File: config.mk
export PLATFORM = sky130hd
export DESIGN_NAME = seq_div_16_flat
export DESIGN_NICKNAME = d
export VERILOG_FILES = /design/src/rtl/seq_div_16_pkg.sv /design/src/rtl/seq_div_16_if.sv /design/src/rtl/seq_div_16_div_step.sv /design/src/rtl/seq_div_16.sv /design/src/flat_wrapper.sv
export SDC_FILE = /design/constraint.sdc
export NUM_CORES = 1
export LEC_CHECK = 0
export CAP_MARGIN = 25
export CORE_UTILIZATION = 45
export DETAILED_ROUTE_END_ITERATION = 7
export PLACE_DENSITY = 0.74
export SETUP_SLACK_MARGIN = 0.3
export SLEW_MARGIN = 15
export SYNTH_ARGS = -nofsm -noshare
export SYNTH_HDL_FRONTEND = slang
export SYNTH_SLANG_ARGS = --single-unit
File: constraint.sdc
create_clock -name clk -period 3.55 [get_ports clk]
set_input_delay 0.71 -clock clk [delete_from_list [all_inputs] [get_ports clk]]
set_output_delay 0.71 -clock clk [all_outputs]
set_load 0.01 [all_outputs]
File: src/rtl/seq_div_16_pkg.sv
// Shared constants and FSM state type for the 16-bit sequential signed divider.
package div_pkg;
  localparam int DIV_W     = 16;
  localparam int DIV_STEPS = DIV_W;
  localparam int CNT_W     = $clog2(DIV_STEPS);

  typedef enum logic [1:0] {IDLE, CALC, FIX} div_state_e;
endpackage

File: src/rtl/seq_div_16_if.sv
// Start/busy/done handshake bundle for seq_div_16.
// The div_zero flag exists only when SEQ_DIV_ZERO_ERR_EN is defined.
interface seq_div_16_if
  import div_pkg::*;
#(
  parameter int WIDTH = DIV_W
);
  logic                    start;
  logic signed [WIDTH-1:0] a;
  logic signed [WIDTH-1:0] b;
  logic                    busy;
  logic                    done;
  logic signed [WIDTH-1:0] quotient;
  logic signed [WIDTH-1:0] remainder;
`ifdef SEQ_DIV_ZERO_ERR_EN
  logic                    div_zero;

  modport master (output start, a, b, input busy, done, quotient, remainder, div_zero);
  modport slave  (input start, a, b, output busy, done, quotient, remainder, div_zero);
`else
  modport master (output start, a, b, input busy, done, quotient, remainder);
  modport slave  (input start, a, b, output busy, done, quotient, remainder);
`endif
endinterface

File: src/rtl/seq_div_16_div_step.sv
// One restoring-division step on magnitudes: shift in the next dividend bit and
// subtract the divisor when the result stays non-negative.
module div_step
  import div_pkg::*;
#(
  parameter int WIDTH = DIV_W
) (
  input  logic [WIDTH:0]   rem_i,
  input  logic             bit_i,
  input  logic [WIDTH-1:0] bmag_i,
  output logic [WIDTH:0]   rem_o,
  output logic             q_o
);
  logic [WIDTH+1:0] shifted;
  logic [WIDTH+1:0] divisor;

  // NOTE: every output is assigned on every path through always_comb, so no latch is inferred.
  always_comb begin
    shifted = {rem_i, bit_i};
    divisor = {2'b00, bmag_i};
    q_o     = (shifted >= divisor);
    rem_o   = (WIDTH+1)'(q_o ? (shifted - divisor) : shifted);
  end
endmodule

File: src/rtl/seq_div_16.sv
// Sequential 16-bit signed divider: 16 restoring steps on magnitudes, then a sign fix.
// Optional divide-by-zero flag output enabled by SEQ_DIV_ZERO_ERR_EN.
module seq_div_16
  import div_pkg::*;
#(
  parameter int WIDTH = DIV_W
) (
  input  logic         clk,
  input  logic         rst,
  seq_div_16_if.slave  bus
);
  div_state_e        state_q;
  logic [CNT_W-1:0]  cnt_q;
  logic [WIDTH:0]    rem_q;
  logic [WIDTH-1:0]  dvd_q;
  logic [WIDTH-1:0]  bmag_q;
  logic              neg_q_q;
  logic              neg_r_q;
  logic              busy_q;
  logic              done_q;
  logic [WIDTH-1:0]  quot_q;
  logic [WIDTH-1:0]  remo_q;
`ifdef SEQ_DIV_ZERO_ERR_EN
  logic              div_zero_q;
`endif

  logic [WIDTH:0]    rem_d;
  logic              qbit_d;

  function automatic logic [WIDTH-1:0] mag(input logic [WIDTH-1:0] v);
    return v[WIDTH-1] ? (~v + {{(WIDTH-1){1'b0}}, 1'b1}) : v;
  endfunction

  function automatic logic [WIDTH-1:0] apply_sign(input logic neg, input logic [WIDTH:0] m);
    return WIDTH'(neg ? (~m + {{WIDTH{1'b0}}, 1'b1}) : m);
  endfunction

  div_step #(.WIDTH(WIDTH)) u_step (
    .rem_i  (rem_q),
    .bit_i  (dvd_q[WIDTH-1]),
    .bmag_i (bmag_q),
    .rem_o  (rem_d),
    .q_o    (qbit_d)
  );

  // NOTE: sequential state uses non-blocking assignments so all flops update from pre-edge values.
  always_ff @(posedge clk or posedge rst) begin
    if (rst) begin
      state_q    <= IDLE;
      cnt_q      <= '0;
      rem_q      <= '0;
      dvd_q      <= '0;
      bmag_q     <= '0;
      neg_q_q    <= 1'b0;
      neg_r_q    <= 1'b0;
      busy_q     <= 1'b0;
      done_q     <= 1'b0;
      quot_q     <= '0;
      remo_q     <= '0;
`ifdef SEQ_DIV_ZERO_ERR_EN
      div_zero_q <= 1'b0;
`endif
    end else begin
      case (state_q)
        IDLE: begin
          done_q <= 1'b0;
          if (bus.start) begin
            dvd_q   <= mag(bus.a);
            bmag_q  <= mag(bus.b);
            neg_q_q <= bus.a[WIDTH-1] ^ bus.b[WIDTH-1];
            neg_r_q <= bus.a[WIDTH-1];
            rem_q   <= '0;
            cnt_q   <= CNT_W'(DIV_STEPS - 1);
            busy_q  <= 1'b1;
            state_q <= CALC;
          end
        end
        CALC: begin
          // Quotient bits enter at the LSB as dividend bits leave the MSB.
          rem_q <= rem_d;
          dvd_q <= {dvd_q[WIDTH-2:0], qbit_d};
          if (cnt_q == '0) state_q <= FIX;
          else             cnt_q   <= cnt_q - CNT_W'(1);
        end
        FIX: begin
          quot_q     <= apply_sign(neg_q_q, {1'b0, dvd_q});
          remo_q     <= apply_sign(neg_r_q, rem_q);
`ifdef SEQ_DIV_ZERO_ERR_EN
          div_zero_q <= (bmag_q == '0);
`endif
          busy_q     <= 1'b0;
          done_q     <= 1'b1;
          state_q    <= IDLE;
        end
        default: state_q <= IDLE;
      endcase
    end
  end

  assign bus.busy      = busy_q;
  assign bus.done      = done_q;
  assign bus.quotient  = quot_q;
  assign bus.remainder = remo_q;
`ifdef SEQ_DIV_ZERO_ERR_EN
  assign bus.div_zero  = div_zero_q;
`endif
endmodule

File: src/flat_wrapper.sv
// flat-port wrapper written by rule: the top's interface ports become plain ports
module seq_div_16_flat import div_pkg::*;
#(
  parameter int WIDTH = DIV_W
)
  (clk, rst, bus_start, bus_a, bus_b, bus_busy, bus_done, bus_quotient, bus_remainder);
  seq_div_16_if #(.WIDTH(WIDTH)) bus_i ();
  input  logic clk;
  input  logic rst;
  input wire logic [$bits(bus_i.start)-1:0] bus_start;
  input wire logic [$bits(bus_i.a)-1:0] bus_a;
  input wire logic [$bits(bus_i.b)-1:0] bus_b;
  output wire logic [$bits(bus_i.busy)-1:0] bus_busy;
  output wire logic [$bits(bus_i.done)-1:0] bus_done;
  output wire logic [$bits(bus_i.quotient)-1:0] bus_quotient;
  output wire logic [$bits(bus_i.remainder)-1:0] bus_remainder;
  assign bus_i.start = bus_start;
  assign bus_i.a = bus_a;
  assign bus_i.b = bus_b;
  assign bus_busy = bus_i.busy;
  assign bus_done = bus_i.done;
  assign bus_quotient = bus_i.quotient;
  assign bus_remainder = bus_i.remainder;
  seq_div_16 #(.WIDTH(WIDTH)) u_core (.clk(clk), .rst(rst), .bus(bus_i));
endmodule
==> results of run 1 <==
==> state kept, by name, indices dropped and copies added, names as in the netlist <==
| name | cells |
|---|---|
| u_core.bmag_q | 16 |
| u_core.bus.busy | 1 |
| u_core.bus.done | 1 |
| u_core.bus.quotient | 16 |
| u_core.bus.remainder | 16 |
| u_core.cnt_q | 4 |
| u_core.dvd_q | 16 |
| u_core.neg_q_q | 1 |
| u_core.neg_r_q | 1 |
| u_core.rem_q | 17 |
| u_core.state_q | 2 |
==> worst max-delay path by stage <==
stage | endpoint | from | cells after the start
final | u_core.rem_q[0]$_DFFE_PP0P_ | u_core.dvd_q[15]$_DFFE_PP0P_ | 10
after global routing | u_core.rem_q[11]$_DFFE_PP0P_ | u_core.dvd_q[15]$_DFFE_PP0P_ | 11
after CTS | u_core.rem_q[0]$_DFFE_PP0P_ | u_core.dvd_q[15]$_DFFE_PP0P_ | 10
after detailed placement | u_core.bmag_q[10]$_DFFE_PP0P_ | bus_b[1] | 8
after global placement | u_core.bmag_q[10]$_DFFE_PP0P_ | bus_b[1] | 8
after floorplan | u_core.bmag_q[0]$_DFFE_PP0P_ | rst | 1
==> layer usage <==
metal  track usage [%]  up-vias
li1                  -     2373
met1             29.79     2226
met2             32.72      132
met3             3.964       20
met4             6.754        0
met5                 0        -
==> layout make-up <==
class / count / area, µm² / area share, %
multi-input cells: 482 / 3037 / 45.72
flip-flops and latches: 91 / 2277 / 34.29
repair buffers: 74 / 738.2 / 11.12
clock buffers: 9 / 225.2 / 3.391
well taps: 147 / 183.9 / 2.769
inverters: 32 / 121.4 / 1.827
clock inverters: 7 / 58.81 / 0.8855
==> Yosys cell counts, types with 2 or more instances <==
cell type    n
or3_1        9
nand3b_1     2
o21ai_0     88
clkbuf_1    28
a22oi_1      8
nor2_1      20
a31oi_1      4
buf_4        2
nand3_1      8
nand4_1      7
a21o_1       4
a21oi_1     19
mux2i_1     14
xor2_1      47
a211oi_1     3
xnor2_1     22
nor4_1       6
or4_1        3
inv_1       31
dfrtp_1     91
o41ai_1      4
nor3_1       6
or4b_1       2
buf_2        2
a32oi_1      7
nand2b_1     7
nor2b_1      3
ha_1        21
nand2_1    110
or2_2        2
and3_1       3
o211ai_1     4
o22ai_1     15
o31ai_1     18
==> power breakdown <==
| part | leakage [nW] | internal [mW] | switching, mW |
|---|---|---|---|
| sequential | 1.05 | 1.50 | 0.553 |
| combinational | 1.71 | 1.55 | 1.84 |
| clock | 0.139 | 0.487 | 0.429 |
==> worst max-delay path, delay by kind of cell, from the launching register on <==
family	cells	cell delay (ns)
simple gates	1	0.39
fa+ha+maj	2	0.58
flops	1	0.37
mux	1	0.22
compound gates	4	1.11
buf+inv	2	0.19
==> metrics by stage <==
step / utilization [%] / hold WS [ns] / power, mW / std cells / setup WS (ns)
after global routing: 55.29 / 0.5092 / 6.927 / 842 / 0.4610
after CTS: 55.29 / 0.4842 / 6.371 / 842 / 0.6163
final: 55.29 / 0.4750 / 6.360 / 842 / 0.6109
after floorplan: - / 0.4418 / 4.410 / 638 / 0.4764
after detailed placement: 52.93 / 0.4693 / 5.434 / 826 / 0.5879
after global placement: 52.93 / 0.4643 / 5.325 / 826 / 0.6945
==> logic make-up after synthesis <==
group | after synthesis
and+or+nand+nor | 191
AOI/OAI and AO/OA | 185
DFF | 91
xor gates and xnor gates | 69
buffers and inverters | 65
adders and majority gates | 22
muxes | 15
==> flow_summary.toml, run 1 <==
[outcome]
status = "finished, final reports clean"

[cts]
ctsHoldBuffers = 0
path_clk_slew_ns = 0.07
htree_levels = 3
numCtsBuffers = 9
cts_resized = 0
clock-sinks = 91
clock-root-buffer = "clkbuf_16"
clk_latency_ns = 0.35
cts_tree = "done"
cts_setup_buffers = 0
cts_buffer_depth = 2

[detailed_routing]
route.met3.wl_um = 689
post_drt_wl_per_cell_um = 15.11
drt_iter0_markers = 302
routed_via_density = 5.643
drt_first_pass_iters = 5
wl_met2_mm = 5.639
drt-met1-wl_mm = 6.203
highest_layer = "met4"
drc = 0
routed_wl_mm = 12.73
vias = 4751
ant_nets = 0

[timing]
max_freq_mhz = 340.2
finalHoldViolations = 0
fin_skew_ns = 0.01018
min_period_ns = 2.939
report.final.setup_viol = 0
drv_slew = 0
min_period_over_period_pct = 82.79
slew_headroom_pct = 44.86
worstMarginPinSlew_ns = 0.8270
rsz0062_at_grt = "no"
setup_tns_ns = 0

[layout]
drive_above_1_share_pct = 4.173
final_cell_mix = "110 x nand2_1, 91 x dfrtp_1, 88 x o21ai_0"
fillers = 1139
area_growth_pct = 19.28
antenna_cells = 0
nNetsFinal = 747
mostFrequentLayoutCell = "nand2_1"
post-route-cell-area_um2 = 6641

[synth]
synth_top_area_share_pct = 40.90
synth-simple-area-share_pct = 15.66
ys_ff_latch = 91
synth_warnings = 0
async_flop_share_pct = 100.0
synth_area_leaders = "dfrtp_1 41%, o21ai_0 7.9%, nand2_1 7.4%"
synth-xor-area-share_pct = 10.85
synth_cell_types = 52
avgSynthCellArea_um2 = 8.727
synth_fp_nets = 695
synthCells = 638
synth_compound_area_share_pct = 20.22
synth_top_family_by_area = "compound AO/OA/AOI/OAI gates"
synth_ff_type = "dfrtp_1"
synth_area_leader_cell = "dfrtp_1"
synth_edf_count = 0
synthMuxAreaShare_pct = 2.719
syn_area_um2 = 5568
yosysSeqAreaShare_pct = 40.90
synthAdderAreaFrac_pct = 5.079

[grt]
grt_start_max_net_pins = 67
grt_pass1_wl_mm = 21.70
grt_pass1_vias = 4591
gr-total-overflow = 0
track_usage_pct = 21.09
antenna_found_initial = 0

[worst_setup_path]
crit_slowest_cell = "fa_1"
critPathMostFrequentCell = "inv_1"
cp.required_ns = 3.83
reg2regPathDepth = 10
cp_max_fo = 8
max_stage_delay_ns = 0.40
start_kind = "flip-flop"
end_kind = "flip-flop"
worst-setup-path-type = "reg -> reg"
path_cells = "inv_1, ha_1, inv_1, fa_1, a21o_1, a221o_1, a311oi_2, and3_1, mux2i_1, a22o_1"
reg2reg_from = "u_core.dvd_q[15]$_DFFE_PP0P_"
arrival_ns = 3.22
reg2reg_to = "u_core.rem_q[0]$_DFFE_PP0P_"
rrSetupSlack_ns = 0.61

[pwr]
power_leakage_nw = 2.894
p_per_area_nw_per_um2 = 957.7
peakVddDrop_mv = 0.3123

[floorplan]
fp.dieH_um = 113.2
die_area_um2 = 12820
core_um2 = 12010
rows = 40
start_util_pct = 46.35
fp.dieW_um = 113.2
boundaryPins = 69

[min_path]
hold_path_depth = 2
whs_endpoint = "u_core.bus.remainder[6]$_DFFE_PP0P_"
min-delay-start = "u_core.bus.remainder[6]$_DFFE_PP0P_"
hp-class = "reg -> reg"

[place]
gp_congestion = 0.8875
hpwl_mm = 9.830
placed_cell_area_um2 = 6357
port_buffers = 68

[flow_run]
drv_cap = 0
(Power assumes the default switching activity.)
==> run 2, diff against run 1 <==
Clock period 3.55 ns to 2.9 ns, I/O delays scaled along.
==> run 2 against run 1 <==
Fmax increased by 6.8%. Design area rose by 3.3%. Flip-flop and latch count is the same. Clock-buffer cell count rose by 1. Final cell count grew 1.2%. Via count rose by 4.2%. Clock power up 40%. Non-clock buffer count up 11. Combinational power increased by 36%. Global-route usage grew 0.29 points. Largest power group unchanged.
==> flow_summary.toml, run 2 (synthesis gave the netlist of run 1 again) <==
[floorplan]
boundaryPins = 69
fp.dieH_um = 113.2
core_um2 = 12010
die_area_um2 = 12820
start_util_pct = 46.35
fp.dieW_um = 113.2
rows = 40

[place]
placed_cell_area_um2 = 6392
dp_cells = 830
hpwl_mm = 9.695
gp_congestion = 0.9670
port_buffers = 68

[layout]
multi_input_area_um2 = 3117
fillers = 1043
mostFrequentLayoutCell = "nand2_1"
final_cells = 852
ff_latch_area_um2 = 2277
post-route-cell-area_um2 = 6858
antenna_cells = 0
regMostFlops = "u_core.rem_q"
drive_above_1_share_pct = 7.801
nNetsFinal = 758
largest_register_ffs = 17
final_cell_mix = "108 x nand2_1, 91 x dfrtp_1, 84 x o21ai_0"
area_growth_pct = 23.17

[pwr]
power_leakage_nw = 2.973
p_per_area_nw_per_um2 = 1222
p_total_mw = 8.378
peakVddDrop_mv = 0.5232

[timing]
max_freq_mhz = 363.4
drv_slew = 0
min_period_over_period_pct = 94.90
hold_slack_ns = 0.4783
worstMarginPinSlew_ns = 0.6518
min_period_ns = 2.752
finalHoldViolations = 0
slew_headroom_pct = 56.25
setup_tns_ns = 0
fin_skew_ns = 0.008968
report.final.setup_viol = 0
rsz0062_at_grt = "yes"

[detailed_routing]
routed_wl_mm = 13.32
drc = 0
drt_iter0_markers = 278
drt_first_pass_iters = 5
routed_via_density = 5.809
post_drt_wl_per_cell_um = 15.64
vias = 4949
ant_nets = 0

[worst_setup_path]
path_cells = "inv_2, ha_4, inv_2, fa_2, a21o_1, a221o_1, a311oi_2, buf_4, buf_6, a311oi_2, mux2i_1, nand2_1"
worst-setup-path-type = "reg -> reg"
crit_cells = 12
crit_family = "compound AO/OA/AOI/OAI gates"
start_kind = "flip-flop"
cp_max_fo = 3
cp_num_buf_inv = 4
cp.required_ns = 3.13
arrival_ns = 2.98
end_kind = "flip-flop"
max_stage_delay_ns = 0.39
crit_slowest_cell = "dfrtp_1"
reg2regPathDepth = 12

[cts]
cts_buffer_depth = 2
ctsHoldBuffers = 0
path_clk_slew_ns = 0.07
cts_tree = "done"
clock-sinks = 91
clk_latency_ns = 0.35
numCtsBuffers = 9
clock-root-buffer = "clkbuf_16"
htree_levels = 3

[min_path]
hp-class = "reg -> reg"
hold_path_depth = 2

[grt]
grt_pass1_wl_mm = 21.93
grt_start_max_net_pins = 92
grt_pass1_vias = 4645
track_usage_pct = 21.38
gr-total-overflow = 0
antenna_found_initial = 0

[flow_run]
drv_cap = 0

[outcome]
status = "finished, final reports clean"
## run 2: power by group
part           internal (mW)  switching, mW  total [mW]  leakage, nW
Combinational           2.12           2.48        4.60         1.77
Clock                  0.778          0.499        1.28        0.155
Sequential              1.84          0.660        2.50         1.05
Total                   4.74           3.64        8.38         2.97
## run 2: final timing paths
path / startpoint / to / slack (ns)
worst max register to register: u_core.dvd_q[15]$_DFFE_PP0P_ / u_core.rem_q[15]$_DFFE_PP0P_ / 0.15
worst max-delay path: u_core.dvd_q[15]$_DFFE_PP0P_ / u_core.rem_q[15]$_DFFE_PP0P_ / 0.15
worst min register to register: u_core.bmag_q[8]$_DFFE_PP0P_ / u_core.bmag_q[8]$_DFFE_PP0P_ / 0.48
min in group asynchronous: rst / u_core.bus.quotient[1]$_DFFE_PP0P_ / 0.71
worst min-delay path: u_core.bmag_q[8]$_DFFE_PP0P_ / u_core.bmag_q[8]$_DFFE_PP0P_ / 0.48
max in group asynchronous: rst / u_core.bmag_q[7]$_DFFE_PP0P_ / 1.82
## run 2: repair_timing
item / 4_1_cts / 5_1_grt
endpoints found under the hold margin: 0 / 0
setup endpoints to repair: 18 / 20
setup buffers: 4 / 2
gates resized for setup: 15 / 11
cloned: 1 / 0
pin swaps: 5 / 3
## run 2: worst min-delay path, stage by stage, from the launching register on
cell     delay (ns)
dfrtp_1        0.34
nand2_1        0.05
o21ai_0        0.06
## run 2: cell type report
type | count | area share (%)
clock buffers | 10 | 3.485
clock inverters | 5 | 1.241
repair buffers | 85 | 12.13
inverters | 32 | 1.806
multi-input cells | 482 | 45.45
well taps | 147 | 2.682
flip-flops and latches | 91 | 33.21
## run 2: metal layers
layer | up-vias | GRT usage, % | routed length, µm
met5 | - | 0 | 0
met4 | 0 | 6.930 | 201
met3 | 23 | 3.856 | 775
met2 | 156 | 34.07 | 6269
met1 | 2387 | 29.54 | 6078
li1 | 2383 | - | -
## run 2: per-stage QoR
stage          utilization [%]  setup slack [ns]
3_3_place_gp             53.22            0.1761
6_report                 57.09            0.1478
4_1_cts                  56.52            0.2718
5_1_grt                  57.09            0.1089
2_1_floorplan                -            0.3345
3_5_place_dp             53.22           0.08912
==> run 3, diff against run 2 <==
Settings changed: CORE_MARGIN set to 5, PLACE_DENSITY 0.74 to 0.76.
Clock period 2.9 ns to 2.3 ns, I/O delays scaled along.
==> run 3 against run 2 <==
The flow now finishes with violations (negative setup slack). Critical path depth fell by 1. Hold slack got worse by 0.012 ns. Via count rose by 5.2%. Die area rose by 15%. Design area rose by 12%. Final cell count rose by 11%. Clock-buffer cell count fell by 1. Critical endpoint is now u_core.rem_q[0]$_DFFE_PP0P_. Largest cell class unchanged.
==> flow_summary.toml, run 3 (synthesis gave the netlist of run 1 again) <==
[worst_setup_path]
arrival_ns = 2.86
worst-setup-path-type = "reg -> reg"
rrSetupSlack_ns = -0.27
cp.required_ns = 2.59
start_kind = "flip-flop"
end_kind = "flip-flop"
cp_max_fo = 8

[detailed_routing]
routed_wl_mm = 14.64
post_drt_wl_per_cell_um = 15.42
drt_first_pass_iters = 5
routed_via_density = 5.488
ant_nets = 0
drt_iter0_markers = 318
drc = 0
vias = 5208

[layout]
post-route-cell-area_um2 = 7650
final_cells = 949
area_growth_pct = 37.39
largest_register_ffs = 17
mostFrequentLayoutCell = "nand2_1"
final_cell_mix = "108 x nand2_1, 91 x dfrtp_1, 84 x buf_4"
drive_above_1_share_pct = 20.51
nNetsFinal = 832
regMostFlops = "u_core.rem_q"

[place]
gp_congestion = 0.8871
dp_cells = 922
port_buffers = 68
pre_cts_slack_ns = -0.4112
hpwl_mm = 11.08
placed_cell_area_um2 = 7014

[floorplan]
fp.dieW_um = 121.2
boundaryPins = 69
rows = 40
die_area_um2 = 14700
start_util_pct = 46.16
fp.dieH_um = 121.2
core_um2 = 12060

[timing]
hold_slack_ns = 0.4663
fin_skew_ns = 0.008371
min_period_over_period_pct = 111.7
rsz0062_at_grt = "yes"
drv_slew = 0
worstMarginPinSlew_ns = 0.6206
max_freq_mhz = 389.1
report.final.setup_viol = 18
slew_headroom_pct = 58.63
fin_ws_ns = -0.2698
finalHoldViolations = 0
min_period_ns = 2.570
setup_tns_ns = -3.459

[cts]
path_clk_slew_ns = 0.07
clock-sinks = 91
numCtsBuffers = 9
htree_levels = 3
clk_latency_ns = 0.34
ctsHoldBuffers = 0
cts_tree = "done"
clock-root-buffer = "clkbuf_16"
cts_buffer_depth = 2

[grt]
antenna_found_initial = 0
grt_pass1_vias = 5099
track_usage_pct = 20.35
gr-total-overflow = 0
grt_start_max_net_pins = 46
grt_pass1_wl_mm = 24.44

[outcome]
status = "complete, but fails checks"
violations = "negative setup slack"

[pwr]
peakVddDrop_mv = 0.6420
p_per_area_nw_per_um2 = 1505
power_leakage_nw = 3.398

[flow_run]
drv_cap = 0

[min_path]
hp-class = "in -> reg"
==> run 3: cell types whose count changed in the layout (fill, tap and decap cells not counted), sizes merged <==
cell           before  now
clkbuf             10    9
clkdlybuf4s50      68   54
bufinv              2    1
clkinvlp            2    4
buf                17   93
inv                31   33
dlygate4sd2         0    7
diode               0    1
clkdlybuf4s15       0    5
clkinv              2    1
==> run 3: final timing paths <==
check,start,endpoint,cells past startpoint
max in group asynchronous,rst,u_core.dvd_q[9]$_DFFE_PP0P_,3
min reg2reg,u_core.bus.remainder[0]$_DFFE_PP0P_,u_core.bus.remainder[0]$_DFFE_PP0P_,2
min in group asynchronous,rst,u_core.cnt_q[0]$_DFFE_PP0P_,2
max,u_core.dvd_q[15]$_DFFE_PP0P_,u_core.rem_q[0]$_DFFE_PP0P_,11
max reg2reg,u_core.dvd_q[15]$_DFFE_PP0P_,u_core.rem_q[0]$_DFFE_PP0P_,11
min,bus_b[1],u_core.bmag_q[1]$_DFFE_PP0P_,3
==> run 3: through the flow <==
step	util [%]	power, mW
3_5_place_dp	58.15	9.383
3_3_place_gp	58.15	9.101
6_report	63.42	11.51
2_1_floorplan	-	6.919
5_1_grt	63.40	12.40
4_1_cts	62.04	11.21
==> run 3: area by class of cell <==
class | count | area [µm²]
flip-flops and latches | 91 | 2277
clock inverters | 7 | 83.83
diodes | 1 | 2.502
repair buffers | 159 | 1398
multi-input cells | 482 | 3329
well taps | 168 | 210.2
clock buffers | 9 | 225.2
fillers | 965 | 4412
inverters | 32 | 123.9
==> run 3: worst max-delay path, stage by stage (launching register included) <==
cell	delay, ns
dfrtp_1	0.39
inv_2	0.10
ha_4	0.14
inv_2	0.03
fa_2	0.32
a21o_1	0.17
a221o_1	0.35
a311oi_2	0.29
and3_1	0.23
buf_6	0.15
mux2i_1	0.19
a22o_1	0.14
==> run 3: layer usage <==
metal	global-route usage, %	share of wire, %	routed length (µm)	vias up
met5	0	0	0	-
met4	5.882	1.5	216	0
met3	3.916	6.4	937	23
met2	32.89	48	7047	192
met1	27.88	44	6437	2463
li1	-	-	-	2530
==> run 3: power by group <==
| part | internal, mW | switching [mW] | total (mW) |
|---|---|---|---|
| sequential | 2.32 | 0.670 | 2.99 |
| combinational | 3.39 | 3.60 | 6.98 |
| clock | 0.861 | 0.672 | 1.53 |
==> run 3: timing repair <==
item                                    CTS  global route
gates resized for setup                  63            31
pin swaps                                26            19
buffers inserted                          8             2
endpoints found under the setup margin   37            33
